--- src/rtl/datamem_ctrl.sv ---
// Burst controller for an X/Y-addressed data memory.
// Accepts 1-4 beat read or write bursts, splits the address into row (X)
// and column (Y) halves, and returns read beats plus a single write ack
// on a valid/ready response channel.
module datamem_ctrl #(
  parameter int unsigned ADDR_BITS  = 8,
  parameter int unsigned DATA_WIDTH = 8
) (
  input  logic                    Clock,
  input  logic                    Reset_n,
  input  logic                    req_valid,
  output logic                    req_ready,
  input  logic                    req_write,
  input  logic [ADDR_BITS-1:0]    req_addr,
  input  logic [1:0]              req_len,
  input  logic                    wdata_valid,
  output logic                    wdata_ready,
  input  logic [DATA_WIDTH-1:0]   wdata,
  output logic                    rsp_valid,
  input  logic                    rsp_ready,
  output logic [DATA_WIDTH-1:0]   rsp_data,
  output logic                    rsp_last,
  output logic                    mem_we,
  output logic [ADDR_BITS/2-1:0]  mem_x,
  output logic [ADDR_BITS/2-1:0]  mem_y,
  output logic [DATA_WIDTH-1:0]   mem_din,
  input  logic [DATA_WIDTH-1:0]   mem_dout
);

  localparam int unsigned HALF = ADDR_BITS / 2;

  typedef enum logic [2:0] {
    IDLE,
    WRITE,
    WR_ACK,
    RD_ADDR,
    RD_CAP,
    RD_RSP
  } state_e;

  state_e                  state_q, state_d;
  logic [ADDR_BITS-1:0]    cur_addr_q, cur_addr_d;
  logic [1:0]              beats_left_q, beats_left_d;
  logic [DATA_WIDTH-1:0]   rsp_data_q, rsp_data_d;

  // State and datapath registers; reset abandons any burst in flight.
  always_ff @(posedge Clock or negedge Reset_n) begin
    if (!Reset_n) begin
      state_q      <= IDLE;
      cur_addr_q   <= '0;
      beats_left_q <= '0;
      rsp_data_q   <= '0;
    end else begin
      state_q      <= state_d;
      cur_addr_q   <= cur_addr_d;
      beats_left_q <= beats_left_d;
      rsp_data_q   <= rsp_data_d;
    end
  end

  // Next-state, datapath updates and handshake outputs.
  always_comb begin
    state_d      = state_q;
    cur_addr_d   = cur_addr_q;
    beats_left_d = beats_left_q;
    rsp_data_d   = rsp_data_q;
    req_ready    = 1'b0;
    wdata_ready  = 1'b0;
    mem_we       = 1'b0;
    rsp_valid    = 1'b0;
    rsp_last     = 1'b0;

    case (state_q)
      IDLE: begin
        req_ready = 1'b1;
        if (req_valid) begin
          cur_addr_d   = req_addr;
          beats_left_d = req_len;
          state_d      = req_write ? WRITE : RD_ADDR;
        end
      end
      WRITE: begin
        wdata_ready = 1'b1;
        mem_we      = wdata_valid;
        if (wdata_valid) begin
          cur_addr_d   = cur_addr_q + ADDR_BITS'(1);
          beats_left_d = beats_left_q - 2'd1;
          if (beats_left_q == 2'd0) state_d = WR_ACK;
        end
      end
      WR_ACK: begin
        rsp_valid = 1'b1;
        rsp_last  = 1'b1;
        if (rsp_ready) state_d = IDLE;
      end
      RD_ADDR: begin
        state_d = RD_CAP;
      end
      RD_CAP: begin
        // Memory output reflects the address driven during RD_ADDR.
        rsp_data_d = mem_dout;
        state_d    = RD_RSP;
      end
      RD_RSP: begin
        rsp_valid = 1'b1;
        rsp_last  = (beats_left_q == 2'd0);
        if (rsp_ready) begin
          if (beats_left_q == 2'd0) begin
            state_d = IDLE;
          end else begin
            cur_addr_d   = cur_addr_q + ADDR_BITS'(1);
            beats_left_d = beats_left_q - 2'd1;
            state_d      = RD_ADDR;
          end
        end
      end
      default: state_d = IDLE;
    endcase
  end

  assign mem_x    = cur_addr_q[ADDR_BITS-1:HALF];
  assign mem_y    = cur_addr_q[HALF-1:0];
  assign mem_din  = wdata;
  assign rsp_data = rsp_data_q;

endmodule

--- config.mk ---
export PLATFORM = sky130hd
export DESIGN_NAME = datamem_ctrl
export DESIGN_NICKNAME = d
export VERILOG_FILES = /design/src/rtl/datamem_ctrl.sv
export SDC_FILE = /design/constraint.sdc
export NUM_CORES = 1
export LEC_CHECK = 0
export CAP_MARGIN = 20
export CORE_MARGIN = 2
export CORE_UTILIZATION = 43
export DETAILED_ROUTE_END_ITERATION = 6
export PLACE_DENSITY_LB_ADDON = 0.08
export SYNTH_ARGS = -nofsm -noshare
export SYNTH_HDL_FRONTEND = slang
export SYNTH_SLANG_ARGS = --single-unit
--- constraint.sdc ---
create_clock -name Clock -period 5 [get_ports Clock]
set_clock_uncertainty 0.15 [all_clocks]
set_input_delay 1 -clock Clock [delete_from_list [all_inputs] [get_ports Clock]]
set_output_delay 1 -clock Clock [all_outputs]
set_load 0.05 [all_outputs]
Word-level counts from Yosys, hierarchy flattened

Index checks and enable logic that the tools add are counted.
Widths: inputs -> output; s select.

$add $sub $neg: 2
Equality and inequality tests: 11
Muxes and demuxes: 23
Reduce and logical (&&, ||, !) cells: 6

Operators with widths:

| cell                | count |
|---|---|
| $mux 8              | 4 |
| $pmux 8 s3          | 1 |
| $pmux 3 s6          | 1 |
| $mux 3              | 5 |
| $mux 2              | 6 |
| $ne 2x2->1 const B  | 6 |
| $reduce_and 5->1    | 2 |
| $add 8x1->8 const B | 1 |
| $eq 3x2->1 const B  | 2 |
| $eq 3x3->1 const B  | 2 |
| $pmux 2 s3          | 1 |
| $mux 1              | 4 |
| $eq 3x1->1 const B  | 1 |
| $logic_not 3->1     | 1 |
| $reduce_bool 3->1   | 1 |
| $logic_not 2->1     | 1 |
| $pmux 1 s2          | 1 |
| $reduce_or 2->1     | 1 |
| $sub 2x1->2 const B | 1 |

Bits in registers: 21
Output and inout bits: 29

Logic depth before layout (Yosys ltp)

Depth after elaboration: 4
Mapped depth: 7
Mapped depth without buffers: 6

Worst setup path before layout

Ideal clock, no wire load.

Path kind: flip-flop to output port
Start: reg state_q[1]
End: out mem_we
Data arrival time: 1970 ps
Path slack: 1880 ps
Stages on the path, launching flop included: 5
Buffers on the path: 1
Path through: dfrtp_1 > buf_2 > nand2b_1 > nor2_1 > and2_1

Longest elaborated chain between the ends: 2

RTL lines:

| item                   | line | text |
|---|---|---|
| from (decl)            | 41   | `state_e state_q, state_d;` |
| from (signal assigned) | 54   | `state_q <= state_d;` |
| $eq 3x1->1             | 73   | `case (state_q)` |
| $mux 1                 | 73   |  |
| to (decl)              | 23   | `output logic mem_we,` |

Every way passes these cells.

Final worst setup path

Start: reg state_q[0]
End: out rsp_valid

Longest elaborated chain between the ends: 3
Elaborated cells between the ends (all ways): 4
Classes of those cells: eq/ne: 2; mux: 1; reduce/logical: 1

RTL lines:

| item                                            | line | text |
|---|---|---|
| $eq 3x3->1 / $eq 3x2->1 (equally long branches) | 73   |  |
| $reduce_or 2->1 (no line) (*)                   | n/a  |  |
| $mux 1 (*)                                      | 73   |  |
| to (decl)                                       | 19   | `output logic rsp_valid,` |

Mark *: on every way between the ends. The rest lies on a longest branch, timed or not.

==> flow_summary.json <==
{
  "timing.slew.headroom_pct": 36.8,
  "timing.final.crit_period_ns": 3.81,
  "rsz0062_at_grt": "false",
  "required_ns": 3.85,
  "fmax_ghz": 0.263,
  "yosysWarnings": 0,
  "setup_ws_ns": 1.19,
  "syn_area_um2": 1210,
  "holdBufCountCts": 0,
  "critPathKind": "flip-flop to output port",
  "outcome": "finished clean",
  "wl_per_cell_um": 14.5,
  "mostFrequentLayoutCell": "clkdlybuf4s50_1",
  "finalNetCount": 191,
  "via_count": 1036,
  "synth_cell_type_count": 35,
  "clkLatencyLatePin_ns": 0.31,
  "fin_crit_sh_pct": 76.1,
  "avgSynthCellArea_um2": 9.85,
  "grt_pass1_vias": 990,
  "cts_tree": "yes",
  "start_util_pct": 44.7,
  "antenna_found_initial": 0,
  "max-vdd-ir-drop_uv": 503,
  "die_w_um": 57.1,
  "startpoint_type": "flip-flop",
  "drtIter0Drc": 34,
  "final_util_pct": 59.6,
  "track_usage_pct": 17.5,
  "globalRoute.totalOverflow": 0,
  "final_cell_area_um2": 1620,
  "preCtsSetupSlack_ns": 1.40,
  "hold_slack_ns": 0.369,
  "gp_congestion": 0.821,
  "cts_setup_buffers": 0,
  "die_area_um2": 3260,
  "ys_ff_latch": 21,
  "p_leak_nw": 0.645,
  "grt_pass1_wl_um": 4560,
  "h-tree-depth": 1,
  "worst_setup_path_end_kind": "output port",
  "hold_viol": 0,
  "cts_buffers": 3,
  "fillers": 249,
  "area_growth_pct": 33.5,
  "clock-sinks": 21,
  "worstMarginPinSlew_ns": 0.945,
  "setup_viol": 0,
  "via_per_inst": 5.54,
  "syn-num-nets": 157,
  "powerDensity_nw_per_um2": 762,
  "core_um2": 2710,
  "slew_violations": 0,
  "drc": 0,
  "cts_resized": 0,
  "antenna_left": 0,
  "async_flop_share_pct": 100,
  "die_h_um": 57.1,
  "port_buffers": 44,
  "layout_common_cells": "clkdlybuf4s50_1, dfrtp_1, nand2_1, o21ai_0, a21oi_1",
  "hold_path.class": "flip-flop to flip-flop",
  "place_area_um2": 1590,
  "max-cap-violations": 0,
  "row_count": 19,
  "clock_path_buffers": 2,
  "seq_area_frac_synth_pct": 43.4,
  "drive_above_1_share_pct": 10.3,
  "first_pass_iters": 4,
  "routed_wl_um": 2720,
  "io_pins": 61,
  "cts.root.buffer_cell": "clkbuf_4",
  "cp.arrival_ns": 2.66,
  "synth_edf_count": 0,
  "syn-instance-count": 123,
  "layout.cells.non_filler": 187,
  "grt_max_degree": 22,
  "tns_ns": 0,
  "post-dp-hpwl_um": 2030,
  "ys.flop_type": "dfrtp_1",
  "antennaDiodeCount": 0,
  "totalPowerFinal_mw": 1.23,
  "dp.cells": 183,
  "clk_pin_slew_ns": 0.12,
  "path_max_fanout": 15
}
==> cells in the mapped netlist (2+ instances only) <==
master	instances	area, µm²
inv_1	3	11.3
clkbuf_1	2	7.51
nor2_1	8	30.0
mux2i_1	2	20.0
o21ai_0	11	55.1
nand3_1	4	20.0
o22ai_1	3	18.8
buf_2	3	15.0
ha_1	2	25.0
dfrtp_1	21	526
mux2_2	8	90.1
a21oi_1	10	50.1
a2bb2oi_1	3	26.3
buf_4	9	67.6
nand2_1	11	41.3
a31oi_1	3	18.8
nor2b_1	2	12.5
==> where the power goes <==
group          switching, mW  leakage, nW  internal, mW
Clock                 0.0540       0.0177        0.0298
Sequential            0.0951        0.249         0.253
Combinational          0.502        0.378         0.300
Total                  0.651        0.645         0.582
==> final timing paths <==
check	start	endpoint	slack, ns	depth (start not counted)
setup / recovery	state_q[0]	rsp_valid	1.19	4
hold / removal	rsp_data[3]	rsp_data[3]	0.37	1
setup reg to reg	state_q[0]	cur_addr_q[4]	2.94	4
hold reg to reg	rsp_data[3]	rsp_data[3]	0.37	1
max in group asynchronous	Reset_n	state_q[0]	3.07	1
min in group asynchronous	Reset_n	cur_addr_q[0]	1.06	1
==> routing by layer <==
layer / part of all wire [%] / up-vias / global-route usage (%) / wire (µm)
met2: 47 / 32 / 28.6 / 1270
li1: - / 511 / - / -
met1: 46 / 489 / 22.2 / 1250
met3: 6.5 / 4 / 4.76 / 176
met4: 0.52 / 0 / 6.98 / 14
met5: 0 / - / 0 / 0
==> cell families after synthesis <==
family / after synthesis / share of synthesized area [%]
AO/OA/AOI/OAI: 37 / 20.9
flip-flops: 21 / 43.4
buffers and inverters: 18 / 9.30
AND/OR/NAND/NOR: 34 / 14.2
adder cells (fa/ha/maj): 2 / 2.07
multiplexers: 11 / 10.2
==> sequential cells by signal, indices dropped and copies added, names as in the netlist <==
signal,count
beats_left_q,2
cur_addr_q,8
rsp_data,8
state_q,3
==> area by class of cell <==
cell class | count | area, µm² | share of cell area, %
Multi-Input combinational cell | 84 | 573 | 35.4
Sequential cell | 21 | 526 | 32.5
Timing Repair Buffer | 44 | 440 | 27.2
Tap cell | 31 | 38.8 | 2.40
Clock buffer | 3 | 22.5 | 1.39
Inverter | 3 | 11.3 | 0.697
Clock inverter | 1 | 5.00 | 0.310
==> critical path, stage by stage, from the launching register on <==
cell	delay, ns
dfrtp_1	0.64
nor2b_1	0.73
nand2_1	0.11
nand2_1	0.09
clkdlybuf4s50_1	0.79
(Power assumes the default switching activity.)
